$ cat config.mk
export PLATFORM = sky130hd
export DESIGN_NAME = note_sequencer
export DESIGN_NICKNAME = d
export VERILOG_FILES = /design/src/rtl/note_pkg.sv /design/src/rtl/tick_prescaler.sv /design/src/rtl/note_sequencer.sv
export SDC_FILE = /design/constraint.sdc
export NUM_CORES = 1
export LEC_CHECK = 0
export ABC_AREA = 1
export BUFFER_PORTS_ARGS = -buffer_cell sky130_fd_sc_hd__buf_2
export CORE_MARGIN = 10
export CORE_UTILIZATION = 50
export CTS_BUF_LIST = sky130_fd_sc_hd__clkbuf_4 sky130_fd_sc_hd__clkbuf_8
export DETAILED_ROUTE_END_ITERATION = 8
export PLACE_DENSITY = 0.71
export SLEW_MARGIN = 20
export SYNTH_ARGS = -nofsm -noshare
export SYNTH_HDL_FRONTEND = slang
export SYNTH_SLANG_ARGS = --single-unit
$ cat constraint.sdc
create_clock -name clk -period 2 [get_ports clk]
set_input_delay 0.4 -clock clk [delete_from_list [all_inputs] [get_ports clk]]
set_output_delay 0.4 -clock clk [all_outputs]
set_load 0.1 [all_outputs]
$ cat src/rtl/note_pkg.sv
// Shared definitions for the note table sequencer: FSM state encoding,
//   default table base address and the bit slices of a table word.
// Latency: n/a (definitions only). Backpressure: n/a.
// Table word layout: {lane[15:12], delay[11:0]}.
package note_pkg;

  typedef enum logic [2:0] {
    IDLE  = 3'd0,
    FETCH = 3'd1,
    LATCH = 3'd2,
    WAIT  = 3'd3,
    EMIT  = 3'd4,
    DONE  = 3'd5
  } state_t;

  localparam logic [15:0] NOTE_TABLE_BASE = 16'hF000;

  localparam int LANE_MSB  = 15;
  localparam int LANE_LSB  = 12;
  localparam int DELAY_MSB = 11;
  localparam int DELAY_LSB = 0;

endpackage

$ cat src/rtl/tick_prescaler.sv
// Divides clk down to a one-cycle tick every TICK_DIV enabled cycles.
// Latency: first tick on the TICK_DIV-th enabled cycle after clear.
// Backpressure: none; the count holds whenever enable is low.
// Ports: clk, reset (sync, active-high), clear (sync zero), enable (count),
//        tick (high on the enabled cycle where the count reaches TICK_DIV-1).
module tick_prescaler #(
  parameter int TICK_DIV = 50000
) (
  input  logic clk,
  input  logic reset,
  input  logic clear,
  input  logic enable,
  output logic tick
);

  // One bit minimum so TICK_DIV=1 still elaborates; the count then stays 0
  // and every enabled cycle ticks.
  localparam int            CW   = (TICK_DIV > 1) ? $clog2(TICK_DIV) : 1;
  localparam logic [CW-1:0] LAST = CW'(TICK_DIV - 1);

  logic [CW-1:0] count;

  always_ff @(posedge clk) begin
    if (reset || clear) begin
      count <= '0;
    end else if (enable) begin
      count <= (count == LAST) ? '0 : count + 1'b1;
    end
  end

  assign tick = enable && !clear && (count == LAST);

endmodule

$ cat src/rtl/note_sequencer.sv
// Walks the note table through RAM port B, waits each entry's delay, then
//   offers its lane to the game logic.
// Latency: start -> note_valid is 3 cycles + delay*TICK_DIV; notes >= 3 cycles apart.
// Backpressure: a note stays presented (lane/idx stable) until note_ready; the
//   walk does not fetch ahead while waiting.
// Ports: clk, reset (sync, active-high), start/stop (1-cycle pulses),
//        ram_addr/ram_we/ram_q (read-only RAM port B, 1-cycle read latency),
//        note_valid/note_ready/note_lane/note_idx (note handshake), busy, done.
// Build option: define NOTE_SEQ_LOOP_EN to repeat passes until stop (done stays 0).
module note_sequencer
  import note_pkg::*;
#(
  parameter logic [15:0] BASE_ADDR   = NOTE_TABLE_BASE,
  parameter int          NUM_ENTRIES = 20,
  parameter int          TICK_DIV    = 50000
) (
  input  logic        clk,
  input  logic        reset,
  input  logic        start,
  input  logic        stop,
  output logic [15:0] ram_addr,
  output logic        ram_we,
  input  logic [15:0] ram_q,
  output logic        note_valid,
  input  logic        note_ready,
  output logic [3:0]  note_lane,
  output logic [7:0]  note_idx,
  output logic        busy,
  output logic        done
);

  localparam logic [7:0] LAST_IDX = 8'(NUM_ENTRIES - 1);

  state_t      state;
  state_t      state_n;
  logic [7:0]  idx;
  logic [7:0]  idx_n;
  logic [3:0]  lane_r;
  logic [11:0] delay_r;
  logic        tick;

  // The prescaler is held at zero outside WAIT, so every WAIT starts from a
  // fresh count and nothing runs while a note is stalled in EMIT.
  tick_prescaler #(
    .TICK_DIV (TICK_DIV)
  ) u_presc (
    .clk    (clk),
    .reset  (reset),
    .clear  (state != WAIT),
    .enable (state == WAIT),
    .tick   (tick)
  );

  always_comb begin
    state_n = state;
    idx_n   = idx;
    case (state)
      IDLE, DONE: begin
        if (start) begin
          state_n = FETCH;
          idx_n   = 8'd0;
        end
      end
      FETCH: state_n = LATCH;
      LATCH: state_n = (ram_q[DELAY_MSB:DELAY_LSB] == 12'd0) ? EMIT : WAIT;
      WAIT: begin
        // delay_r is the number of ticks still owed; the last one ends WAIT.
        if (tick && delay_r == 12'd1) state_n = EMIT;
      end
      EMIT: begin
        if (note_ready) begin
          if (idx == LAST_IDX) begin
`ifdef NOTE_SEQ_LOOP_EN
            state_n = FETCH;
            idx_n   = 8'd0;
`else
            state_n = DONE;
`endif
          end else begin
            state_n = FETCH;
            idx_n   = idx + 8'd1;
          end
        end
      end
      default: state_n = IDLE;
    endcase
    // stop overrides everything, including a same-cycle start or transfer.
    if (stop) begin
      state_n = IDLE;
      idx_n   = idx;
    end
  end

  always_ff @(posedge clk) begin
    if (reset) begin
      state    <= IDLE;
      idx      <= 8'd0;
      ram_addr <= BASE_ADDR;
      lane_r   <= 4'd0;
      delay_r  <= 12'd0;
    end else begin
      state    <= state_n;
      idx      <= idx_n;
      // Address follows the next index so it is already on the RAM during FETCH.
      ram_addr <= BASE_ADDR + {8'h00, idx_n};
      if (state == LATCH) begin
        lane_r  <= ram_q[LANE_MSB:LANE_LSB];
        delay_r <= ram_q[DELAY_MSB:DELAY_LSB];
      end else if (state == WAIT && tick) begin
        delay_r <= delay_r - 12'd1;
      end
    end
  end

  assign ram_we     = 1'b0;
  assign note_valid = (state == EMIT);
  assign note_lane  = lane_r;
  assign note_idx   = idx;
  assign busy       = (state != IDLE) && (state != DONE);
  assign done       = (state == DONE);

endmodule

==> results of run 1 <==
-- worst max-delay path: stages, from the launching register on --
cell and delay [ns]:
dfxtp_1 0.37, inv_2 0.14, nand3_4 0.14, clkinvlp_4 0.12
buf_2 0.43
-- routing by layer --
metal | vias up | share of wire [%]
met3 | 7 | 6.1
met2 | 41 | 48
li1 | 1325 | -
met4 | 0 | 1.3
met5 | - | 0
met1 | 1099 | 45
-- layout make-up --
cell class                 instances  area, sq um  area share (%)
multi-input combinational        294         1500            49.8
sequential                        43          863            28.7
timing repair buffer              46          240            7.99
inverter                          52          201            6.70
tap                               70         87.6            2.91
clock buffer                       6         82.6            2.75
clock inverter                     2         35.0            1.17
-- power breakdown --
part	internal, mW	switching (mW)	total (mW)
clock	0.404	0.310	0.714
sequential	0.873	0.0198	0.893
combinational	0.0930	0.320	0.413
total	1.37	0.650	2.02
-- stage by stage --
stage / util (%) / hold slack [ns]
after floorplan: - / 0.418
after global placement: 55.6 / 0.430
after detailed placement: 55.6 / 0.446
after CTS: 57.9 / 0.333
after global routing: 58.1 / 0.346
final: 58.1 / 0.338
-- kinds of logic (layout without fill, tap and decap cells) --
family | Yosys count | count (layout) | share of synthesized area (%)
adder cells (fa/ha/maj) | 4 | 4 | 1.86
AO/OA/AOI/OAI | 50 | 50 | 10.8
buffers and inverters | 75 | 106 | 13.9
other | 2 | 9 | 0.279
flip-flops | 43 | 43 | 31.9
XOR/XNOR | 14 | 14 | 4.55
AND/OR/NAND/NOR | 216 | 216 | 36.4
multiplexers | 1 | 1 | 0.371
-- flip-flops by register name, indices dropped and copies added, names as in the netlist --
signal / count
delay_r: 12
state: 3
note_idx: 8
u_presc.count: 16
note_lane: 4
-- final timing paths --
check	cells after the start	to	slack [ns]
worst min register to register	1	u_presc.count[0]$_SDFFE_PP0N_	0.46
worst min-delay path	3	note_lane[0]$_SDFFE_PP0P_	0.34
worst max-delay path	4	note_valid	0.10
worst max register to register	12	delay_r[8]$_SDFFE_PP0P_	0.24
-- what timing repair did --
action	CTS	global route
resized for setup	0	2
endpoints found under the hold margin	0	0
setup buffers	0	0
endpoints found under the setup margin	0	3
-- cells in the final DEF, fill, tap and decap left out, types with 2 or more instances in the layout --
cell type and instances:
nand2_1 92, nor2_1 68, inv_1 46, buf_2 42, dfxtp_1 41, a21oi_1 23
nand3_1 19, o21ai_0 12, xor2_1 12, nor3_1 11, nand4_1 9, conb_1 9
o21ai_2 7, clkbuf_8 6, inv_2 4, ha_1 4, nor2_4 3, o21ai_1 3
buf_4 3, nand3_4 2, nand3_2 2, a21oi_2 2, xnor2_1 2, nor2_2 2
dfxtp_2 2
==> summary.txt, run 1 <==
CTS
  – Worst-Skew Late Latency: 0.30 ns
  – CTS root buf: clkbuf_8
  – Clock Sinks: 43
  – Clock buffer count from CTS: 5
  – CTS tree: yes
  – Cts hold-fix bufs: 0
  – Clock buffer depth: 2
  – Clk pin slew, worst setup/hold paths: 0.09 ns
  – Number of H-tree levels: 2

Timing
  – Final-report hold violation count: 0
  – RSZ-0062 raised after global routing: false
  – Layout Skew: 0.00950 ns
  – Setup tns final: 0 ns
  – Max-slew violations: 0
  – Final clock period utilization by the worst path: 95.0%
  – Max frequency: 526 MHz
  – Setup violations, final: 0
  – Setup WS post-layout: 0.100 ns
  – Period minus WS final: 1.90 ns

Die
  – Core area: 5170 sq um
  – Initial Util: 52.1%
  – IO Pins: 53
  – Row count: 26
  – DIE WIDTH: 93.4 um
  – Die H: 93.4 um
  – Die area: 8730 sq um

Route
  – Vias per cell: 4.82
  – Drt first pass iters: 4
  – WL final: 6.07 mm
  – Total number of vias: 2,472
  – WL/cell: 11.8 um
  – # DRC: 0
  – Drt first-iter violations: 91
  – DRT antenna net count: 0

Setup path
  – Crit path max fanout: 8
  – Worst Setup SP: state[0]$_SDFFE_PP0P_
  – Critical path data arrival time: 1.50 ns
  – CP endpoint kind: output pin
  – R2R Path Start: u_presc.count[0]$_SDFFE_PP0N_
  – CP required: 1.60 ns
  – Critical setup path kind: register to output pin
  – Critical Path Source Type: register

Placed design
  – DP Area: 2880 sq um
  – Port Buffers: 43
  – DP HPWL: 4.65 mm
  – # placed instances: 505
  – RD Place Congestion: 0.871
  – DP Worst Slack: 0.186 ns

GRT
  – GRT met3 Usage: 4.00%
  – Initial antenna violation count: 0
  – Vias in the first global route: 2,396
  – First-pass GRT wire length: 10.3 mm
  – GRT overflow: 0
  – Met2 usage: 25.1%
  – Busiest layer in global routing: met2
  – Largest net degree at the start of global routing: 19
  – GRT met1 Usage: 15.5%
  – Gr usage total: 14.1%

Finish
  – Layout area overhead: 11.5%
  – Fraction of final layout cells sized beyond drive strength 1: 19.4%
  – Total Nets Final: 467
  – Fill count: 517
  – Antenna diodes: 0
  – Post-Layout Cell Count: 513
  – Final non-filler cell area: 3010 sq um

Yosys
  – Post-synth top flop: dfxtp_1
  – Top cells by count, synth: 92 x nand2_1, 68 x nor2_1, 47 x inv_1
  – Yosys top cell by area: dfxtp_1
  – Synth top area cells: dfxtp_1 32%, nand2_1 13%, nor2_1 9.5%, inv_1 6.5%, buf_4 4.7%
  – Synthesized cell area: 2700 sq um
  – Yosys warnings: 0
  – Synth Register Bits: 43
  – Syn avg cell area: 6.65 sq um
  – Post-synth EDFFs: 0
  – Synth unique cells: 38
  – Synth Instances: 405
  – Ys async rst share: 0%
  – Top-area cell type share of the netlist area: 31.9%
  – Sequential share of the synthesized area: 31.9%
  – Count leader, synth: nand2_1

Power
  – Pwr/cell area: 672 nW/um^2
  – Peak supply drop: 403 uV
  – LEAKAGE: 1.37 nW
  – Design Power: 2.02 mW

Hold path
  – Hold_sp: ram_q[12]
  – HP Class: input pin to register

Job
  – MaxCap Viol Count: 0

Status
  – Outcome: finished clean
Note: power is estimated with default switching activity, not from simulation.
==> run 2, diff against run 1 <==
--- a/config.mk
+++ b/config.mk
@@ -5,13 +5,14 @@
 export SDC_FILE = /design/constraint.sdc
 export NUM_CORES = 1
 export LEC_CHECK = 0
-export ABC_AREA = 1
+export ABC_AREA = 0
 export BUFFER_PORTS_ARGS = -buffer_cell sky130_fd_sc_hd__buf_2
 export CORE_MARGIN = 10
 export CORE_UTILIZATION = 50
 export CTS_BUF_LIST = sky130_fd_sc_hd__clkbuf_4 sky130_fd_sc_hd__clkbuf_8
+export CTS_CLUSTER_DIAMETER = 50
 export DETAILED_ROUTE_END_ITERATION = 8
-export PLACE_DENSITY = 0.71
+export PLACE_DENSITY = 0.72
 export SLEW_MARGIN = 20
 export SYNTH_ARGS = -nofsm -noshare
 export SYNTH_HDL_FRONTEND = slang
==> run 2 against run 1 <==
Against the previous run:
- the flow now finishes with violations (negative setup slack)
- total power fell by 15%
- setup slack got worse by 0.15 ns
- clock power fell by 19%
- synthesized area fell by 5.7%
- global-route usage rose by 1.3 points
- flip-flop and latch count did not move
- via count rose by 2.4%
- final area rose by 1.6%
- wire length rose by 7.8%
- die area fell by 4.5%
- sequential share of layout area fell by 0.17 points
- final cell count fell by 15%
- largest power group unchanged
==> summary.txt, run 2 <==
Setup path
  – CP required: 2.18 ns (was 1.60 ns)
  – Crit path cell chain: or4_4, or4_4, buf_4, buf_4, nand3b_1, mux2i_1 (was inv_2, nand3_4, clkinvlp_4, buf_2)
  – Critical path data arrival time: 2.22 ns (was 1.50 ns)
  – Critical setup path kind: register to register (was register to output pin)
  – Worst Path Buf+Inv: 2 (was 3)
  – Slowest stage cell on the critical path: or4_4 (was buf_2)
  – Crit path max fanout: 8 (unchanged)
  – Critical Path Source Type: register (unchanged)
  – CP endpoint kind: register (was output pin)
  – CP max stage delay: 0.59 ns (was 0.43 ns)
  – Top delay family on crit path: simple AND/OR/NAND/NOR gates (was buffers and inverters)

Power
  – Sequential share of power: 50.9% (was 44.2%)
  – Net Sw Frac: 31.6% (was 32.2%)
  – Design Power: 1.72 mW (was 2.02 mW)
  – Int Pwr: 1.18 mW (was 1.37 mW)
  – Comb power frac: 15.5% (was 20.4%)
  – LEAKAGE: 1.14 nW (was 1.37 nW)
  – Clock Power Share: 33.7% (was 35.4%)
  – Sw Pwr: 0.545 mW (was 0.650 mW)
  – Peak supply drop: 509 uV (was 403 uV)
  – Pwr/cell area: 565 nW/um^2 (was 672 nW/um^2)

Route
  – Drt first-iter violations: 124 (was 91)
  – # DRC: 0 (unchanged)
  – Drt first pass iters: 4 (unchanged)
  – WL/cell: 15.0 um (was 11.8 um)
  – Total number of vias: 2,532 (was 2,472)
  – DRT antenna net count: 0 (unchanged)
  – WL final: 6.54 mm (was 6.07 mm)
  – Vias per cell: 5.82 (was 4.82)

Finish
  – Layout area overhead: 20.2% (was 11.5%)
  – Commonest non-fill, non-tap cell in the layout: buf_2 (was nand2_1)
  – Register with the most flip-flops: u_presc.count (unchanged)
  – Post-Layout Cell Count: 435 (was 513)
  – Fill count: 448 (was 517)
  – Multi-input logic area: 1520 sq um (was 1500 sq um)
  – Largest register FFs: 16 (unchanged)
  – Antenna diodes: 0 (unchanged)
  – Most frequent cells in the layout: 40 x buf_2, 34 x dfxtp_1, 30 x nand2_1 (was 92 x nand2_1, 68 x nor2_1, 46 x inv_1)
  – Fraction of final layout cells sized beyond drive strength 1: 28.0% (was 19.4%)
  – Total Nets Final: 392 (was 467)
  – Register Area: 872 sq um (was 863 sq um)

Timing
  – Max frequency: 488 MHz (was 526 MHz)
  – Period minus WS final: 2.05 ns (was 1.90 ns)
  – Layout Skew: 0.0112 ns (was 0.00950 ns)
  – Normalized max-slew margin: 50.8%
  – Setup violations, final: 5 (was 0)
  – RSZ-0062 raised after global routing: true (was false)
  – Final-report hold violation count: 0 (unchanged)
  – Setup WS post-layout: -0.0471 ns (was 0.100 ns)
  – Max-slew violations: 0 (unchanged)
  – Fin Hold WS: 0.330 ns (was 0.338 ns)
  – Final clock period utilization by the worst path: 102% (was 95.0%)
  – Worst-Margin Slew: 0.738 ns
  – Setup tns final: -0.160 ns (was 0 ns)

CTS
  – CTS root buf: clkbuf_8 (unchanged)
  – Number of H-tree levels: 2 (unchanged)
  – Clk pin slew, worst setup/hold paths: 0.09 ns (about the same)
  – Clock buffer depth: 2 (unchanged)
  – Clock Sinks: 43 (unchanged)
  – Clock buffer count from CTS: 5 (unchanged)
  – CTS tree: yes (unchanged)
  – Cts hold-fix bufs: 0 (unchanged)
  – Worst-Skew Late Latency: 0.30 ns (about the same)

Job
  – MaxCap Viol Count: 0 (unchanged)

Placed design
  – Port Buffers: 43 (unchanged)
  – DP HPWL: 4.96 mm (was 4.65 mm)
  – RD Place Congestion: 0.894 (was 0.871)
  – # placed instances: 426 (was 505)

Yosys
  – Post-synth EDFFs: 0 (unchanged)
  – Syn avg cell area: 7.97 sq um (was 6.65 sq um)
  – Synth top area cells: dfxtp_1 34%, buf_4 5.0%, nand2_1 4.4%, nand3_1 3.9%, a21oi_1 3.5% (was dfxtp_1 32%, nand2_1 13%, nor2_1 9.5%, inv_1 6.5%, buf_4 4.7%)
  – Synth Instances: 319 (was 405)
  – Post-synth top flop: dfxtp_1 (unchanged)
  – Top-area cell type share of the netlist area: 33.9% (was 31.9%)
  – Count leader, synth: dfxtp_1 (was nand2_1)
  – Yosys warnings: 0 (unchanged)
  – Synth Register Bits: 43 (unchanged)
  – Ys async rst share: 0% (unchanged)
  – Yosys top cell by area: dfxtp_1 (unchanged)
  – Sequential share of the synthesized area: 33.9% (was 31.9%)
  – Synthesized cell area: 2540 sq um (was 2700 sq um)
  – Top cells by count, synth: 43 x dfxtp_1, 30 x nand2_1, 23 x nor2_1 (was 92 x nand2_1, 68 x nor2_1, 47 x inv_1)
  – Synth unique cells: 52 (was 38)

GRT
  – Gr usage total: 15.4% (was 14.1%)
  – Initial antenna violation count: 0 (unchanged)
  – Vias in the first global route: 2,371 (was 2,396)
  – First-pass GRT wire length: 11.0 mm (was 10.3 mm)
  – GRT overflow: 0 (unchanged)
  – Largest net degree at the start of global routing: 24 (was 19)

Die
  – Die H: 91.3 um (was 93.4 um)
  – DIE WIDTH: 91.3 um (was 93.4 um)
  – Die area: 8330 sq um (was 8730 sq um)
  – Initial Util: 52.8% (was 52.1%)
  – Core area: 4820 sq um (was 5170 sq um)
  – Row count: 25 (was 26)
  – IO Pins: 53 (unchanged)

Status
  – Failing checks: negative setup slack
  – Outcome: finished with violations (was finished clean)

Hold path
  – HP Class: input pin to register (unchanged)
## run 2: cell types whose count changed after synthesis, sizes merged, moves of 7 or more
cell / before / now
nand2: 95 / 30
inv: 52 / 8
and3: 0 / 8
xor2: 12 / 5
a31oi: 1 / 8
clkbuf: 2 / 14
a21oi: 25 / 18
or4: 0 / 10
nor4: 0 / 10
o21ai: 22 / 5
nand3b: 0 / 8
nor2: 73 / 23
o31ai: 0 / 8
nor3: 12 / 5
## run 2: worst register-to-register path: stages (launching register included)
cell	delay [ns]
dfxtp_2	0.33
or4_4	0.53
or4_4	0.59
buf_4	0.18
buf_4	0.14
nand3b_1	0.08
mux2i_1	0.08
## run 2: metrics by stage
stage	util, %	cell area [sq um]	setup WS [ns]
4_1_cts	63.3	3050	-0.0521
3_5_place_dp	61.0	2940	-0.0633
2_1_floorplan	-	2620	-0.0533
5_1_grt	63.4	3050	-0.113
3_3_place_gp	61.0	2940	-0.0418
6_report	63.4	3050	-0.0471
## run 2: kinds of logic after synthesis
family / after synthesis / synth area share [%]
adders and majority gates: 4 / 1.97
buffers and inverters: 43 / 9.31
xor gates and xnor gates: 8 / 2.76
and+or+nand+nor: 149 / 32.6
DFF: 43 / 33.9
other: 2 / 0.296
AOI/OAI and AO/OA: 66 / 17.6
muxes: 4 / 1.62
## run 2: final timing paths
| check | start | endpoint | slack (ns) | depth (start not counted) |
|---|---|---|---|---|
| worst min-delay path | ram_q[12] | note_lane[0]$_SDFFE_PP0P_ | 0.33 | 3 |
| worst max register to register | u_presc.count[13]$_SDFFE_PP0N_ | u_presc.count[13]$_SDFFE_PP0N_ | -0.05 | 6 |
| worst max-delay path | u_presc.count[13]$_SDFFE_PP0N_ | u_presc.count[13]$_SDFFE_PP0N_ | -0.05 | 6 |
| worst min register to register | u_presc.count[0]$_SDFFE_PP0N_ | u_presc.count[0]$_SDFFE_PP0N_ | 0.44 | 1 |
## run 2: layout make-up
| cell class | count | share of cell area (%) |
|---|---|---|
| repair buffers | 69 | 15.0 |
| clock buffers | 5 | 2.25 |
| clock inverters | 3 | 0.778 |
| inverters | 8 | 0.983 |
| flip-flops and latches | 43 | 28.6 |
| multi-input cells | 240 | 49.7 |
| well taps | 67 | 2.74 |
## run 2: power groups by stage
stage | registers, mW | clock network, mW | logic, mW
global route | 0.880 | 0.632 | 0.283
finish | 0.877 | 0.581 | 0.267
detailed placement | 0.897 | 0 | 0.264
floorplan | 0.909 | 0 | 0.199
CTS | 0.877 | 0.603 | 0.265
global placement | 0.896 | 0 | 0.262
## run 2: per-layer routing
layer  global-route usage (%)  vias up  wire [um]
met1                     19.6     1190       3050
li1                         -     1257          -
met2                     24.6       78       3030
met3                     4.20        7        392
met4                     4.70        0         74
met5                        0        -          0
## run 2: what timing repair did
action,4_1_cts,5_1_grt
setup buffers,1,0
setup endpoints to repair,7,16
resized for setup,2,2
pin swaps,1,7
==> run 3, diff against run 2 <==
--- a/config.mk
+++ b/config.mk
@@ -12,7 +12,8 @@
 export CTS_BUF_LIST = sky130_fd_sc_hd__clkbuf_4 sky130_fd_sc_hd__clkbuf_8
 export CTS_CLUSTER_DIAMETER = 50
 export DETAILED_ROUTE_END_ITERATION = 8
-export PLACE_DENSITY = 0.72
+export GPL_TIMING_DRIVEN = 0
+export PLACE_DENSITY = 0.85
 export SLEW_MARGIN = 20
 export SYNTH_ARGS = -nofsm -noshare
 export SYNTH_HDL_FRONTEND = slang
==> constraint.sdc (replaced) <==
create_clock -name clk -period 2.2 [get_ports clk]
set_input_delay 0.44 -clock clk [delete_from_list [all_inputs] [get_ports clk]]
set_output_delay 0.44 -clock clk [all_outputs]
set_load 0.1 [all_outputs]
==> run 3 against run 2 <==
Against the previous run:
- the flow now finishes without violations
- combinational power is 7% lower
- largest cell class unchanged
- sequential share of layout area is 0.59 points lower
- final cell count is 3.0% higher
- total power is 3.2% higher
- highest routed layer unchanged
- final area is 2.0% higher
- wire length is 2.6% higher
- clock-buffer cell count stayed put
==> summary.txt, run 3 (synthesis gave the netlist of run 2 again) <==
Status
  – Outcome: finished clean (was finished with violations)

Timing
  – Setup WS post-layout: 0.0509 ns (was -0.0471 ns)
  – Final-report hold violation count: 0 (unchanged)
  – Fin Hold WS: 0.364 ns (was 0.330 ns)
  – Worst-Margin Slew: 0.940 ns (was 0.738 ns)
  – Period minus WS final: 2.15 ns (was 2.05 ns)
  – Layout Skew: 0.00871 ns (was 0.0112 ns)
  – RSZ-0062 raised after global routing: true (unchanged)
  – Setup tns final: 0 ns (was -0.160 ns)
  – Max-slew violations: 0 (unchanged)
  – Normalized max-slew margin: 36.8% (was 50.8%)
  – Setup violations, final: 0 (was 5)
  – Max frequency: 465 MHz (was 488 MHz)
  – Final clock period utilization by the worst path: 97.7% (was 102%)

GRT
  – GRT overflow: 0 (unchanged)
  – First-pass GRT wire length: 11.1 mm (was 11.0 mm)
  – Gr usage total: 15.4% (about the same)
  – Initial antenna violation count: 0 (unchanged)
  – Largest net degree at the start of global routing: 15 (was 24)
  – Vias in the first global route: 2,386 (was 2,371)

Placed design
  – DP HPWL: 4.95 mm (was 4.96 mm)
  – DP Worst Slack: -0.157 ns (was -0.0633 ns)
  – RD Place Congestion: 0.912 (was 0.894)
  – Port Buffers: 43 (unchanged)

CTS
  – CTS tree: yes (unchanged)
  – Clock Sinks: 43 (unchanged)
  – Number of H-tree levels: 2 (unchanged)
  – Clock buffer depth: 2 (unchanged)
  – Clk pin slew, worst setup/hold paths: 0.09 ns (about the same)
  – Clock buffer count from CTS: 5 (unchanged)
  – Worst-Skew Late Latency: 0.30 ns (about the same)
  – CTS root buf: clkbuf_8 (unchanged)
  – Cts hold-fix bufs: 0 (unchanged)

Finish
  – Antenna diodes: 0 (unchanged)
  – Total Nets Final: 405 (was 392)
  – Register with the most flip-flops: u_presc.count (unchanged)
  – Post-layout util: 64.6% (was 63.4%)
  – Layout area overhead: 22.6% (was 20.2%)
  – Commonest non-fill, non-tap cell in the layout: buf_2 (unchanged)
  – Largest register FFs: 16 (unchanged)
  – Most frequent cells in the layout: 41 x buf_2, 39 x dfxtp_1, 30 x nand2_1 (was 40 x buf_2, 34 x dfxtp_1, 30 x nand2_1)
  – Fraction of final layout cells sized beyond drive strength 1: 26.0% (was 28.0%)

Setup path
  – Crit path max fanout: 8 (unchanged)
  – Worst Setup SP: u_presc.count[13]$_SDFFE_PP0N_ (unchanged)
  – Worst reg2reg path endpoint: state[0]$_SDFFE_PP0P_ (was u_presc.count[13]$_SDFFE_PP0N_)
  – Critical setup path kind: register to register (unchanged)
  – CP max stage delay: 0.60 ns (was 0.59 ns)
  – CP endpoint kind: register (unchanged)
  – Crit path cell chain: or4_4, or4_4, o31a_1, o221a_1 (was or4_4, or4_4, buf_4, buf_4, nand3b_1, mux2i_1)
  – Most used cell, CP: or4_4
  – Critical Path Source Type: register (unchanged)
  – R2R Path Start: u_presc.count[13]$_SDFFE_PP0N_ (unchanged)
  – Slowest stage cell on the critical path: or4_4 (unchanged)
  – R2R setup slack: 0.05 ns (was -0.05 ns)
  – Critical path data arrival time: 2.35 ns (was 2.22 ns)
  – CP required: 2.40 ns (was 2.18 ns)
  – FF-to-FF path depth: 4 (was 6)

Die
  – Core area: 4820 sq um (unchanged)
  – DIE WIDTH: 91.3 um (unchanged)
  – Row count: 25 (unchanged)
  – IO Pins: 53 (unchanged)
  – Initial Util: 52.8% (unchanged)
  – Die H: 91.3 um (unchanged)
  – Die area: 8330 sq um (unchanged)

Hold path
  – WHS Path Cells: 3 (unchanged)
  – HP Class: input pin to register (unchanged)
  – Worst hold path endpoint: note_lane[3]$_SDFFE_PP0P_ (was note_lane[0]$_SDFFE_PP0P_)
  – Hold_sp: ram_q[15] (was ram_q[12])

Route
  – WL/cell: 15.0 um (about the same)
  – Drt first pass iters: 5 (was 4)
  – Drt first-iter violations: 214 (was 124)
  – DRT antenna net count: 0 (unchanged)
  – WL final: 6.71 mm (was 6.54 mm)
  – Vias per cell: 5.87 (was 5.82)
  – Total number of vias: 2,629 (was 2,532)
  – # DRC: 0 (unchanged)

Power
  – LEAKAGE: 1.18 nW (was 1.14 nW)
  – Pwr/cell area: 571 nW/um^2 (was 565 nW/um^2)
  – Peak supply drop: 484 uV (was 509 uV)

Job
  – MaxCap Viol Count: 0 (unchanged)
[run 3: metal layers]
layer / vias to the layer above / GRT usage, % / part of all wire (%)
met5: - / 0 / 0
met4: 0 / 5.09 / 1.7
met3: 20 / 4.20 / 8.1
met2: 118 / 26.8 / 49
met1: 1205 / 17.9 / 42
li1: 1286 / - / -
[run 3: power breakdown]
| part | switching [mW] | total, mW | internal [mW] |
|---|---|---|---|
| clock | 0.285 | 0.738 | 0.453 |
| combinational | 0.186 | 0.248 | 0.0623 |
| sequential | 0.0105 | 0.793 | 0.782 |
| total | 0.482 | 1.78 | 1.30 |
[run 3: worst max-delay path by stage]
stage,to,cells past startpoint
global route,note_idx[5]$_SDFFE_PP0P_,6
finish,state[0]$_SDFFE_PP0P_,4
global placement,delay_r[10]$_SDFFE_PP0P_,6
floorplan,note_idx[0]$_SDFFE_PP0P_,5
CTS,note_idx[5]$_SDFFE_PP0P_,6
detailed placement,delay_r[10]$_SDFFE_PP0P_,6
[run 3: repair_timing]
| action | CTS | global route |
|---|---|---|
| resized for setup | 9 | 14 |
| pin swaps | 1 | 8 |
| cloned | 0 | 0 |
| setup endpoints to repair | 17 | 30 |
| buffers inserted | 0 | 7 |
[run 3: cell type report]
type | count | area, sq um
buffer | 32 | 201
multi-input combinational | 240 | 1520
timing repair buffer | 50 | 273
inverter | 8 | 30.0
tap | 67 | 83.8
clock inverter | 3 | 67.6
clock buffer | 5 | 68.8
fill | 419 | 1700
sequential | 43 | 871
[run 3: critical path, delay by kind of cell, from the launching register on]
family,cells,cell delay [ns]
simple gates,2,1.13
compound gates,2,0.57
flops,1,0.34
[run 3: metrics by stage]
step           instance area (sq um)  std cells  total power, mW
6_report                        3110        448             1.78
3_5_place_dp                    2880        436             1.06
3_3_place_gp                    2880        436             1.05
4_1_cts                         3040        444             1.79
5_1_grt                         3110        448             1.84
2_1_floorplan                   2580        326             1.01
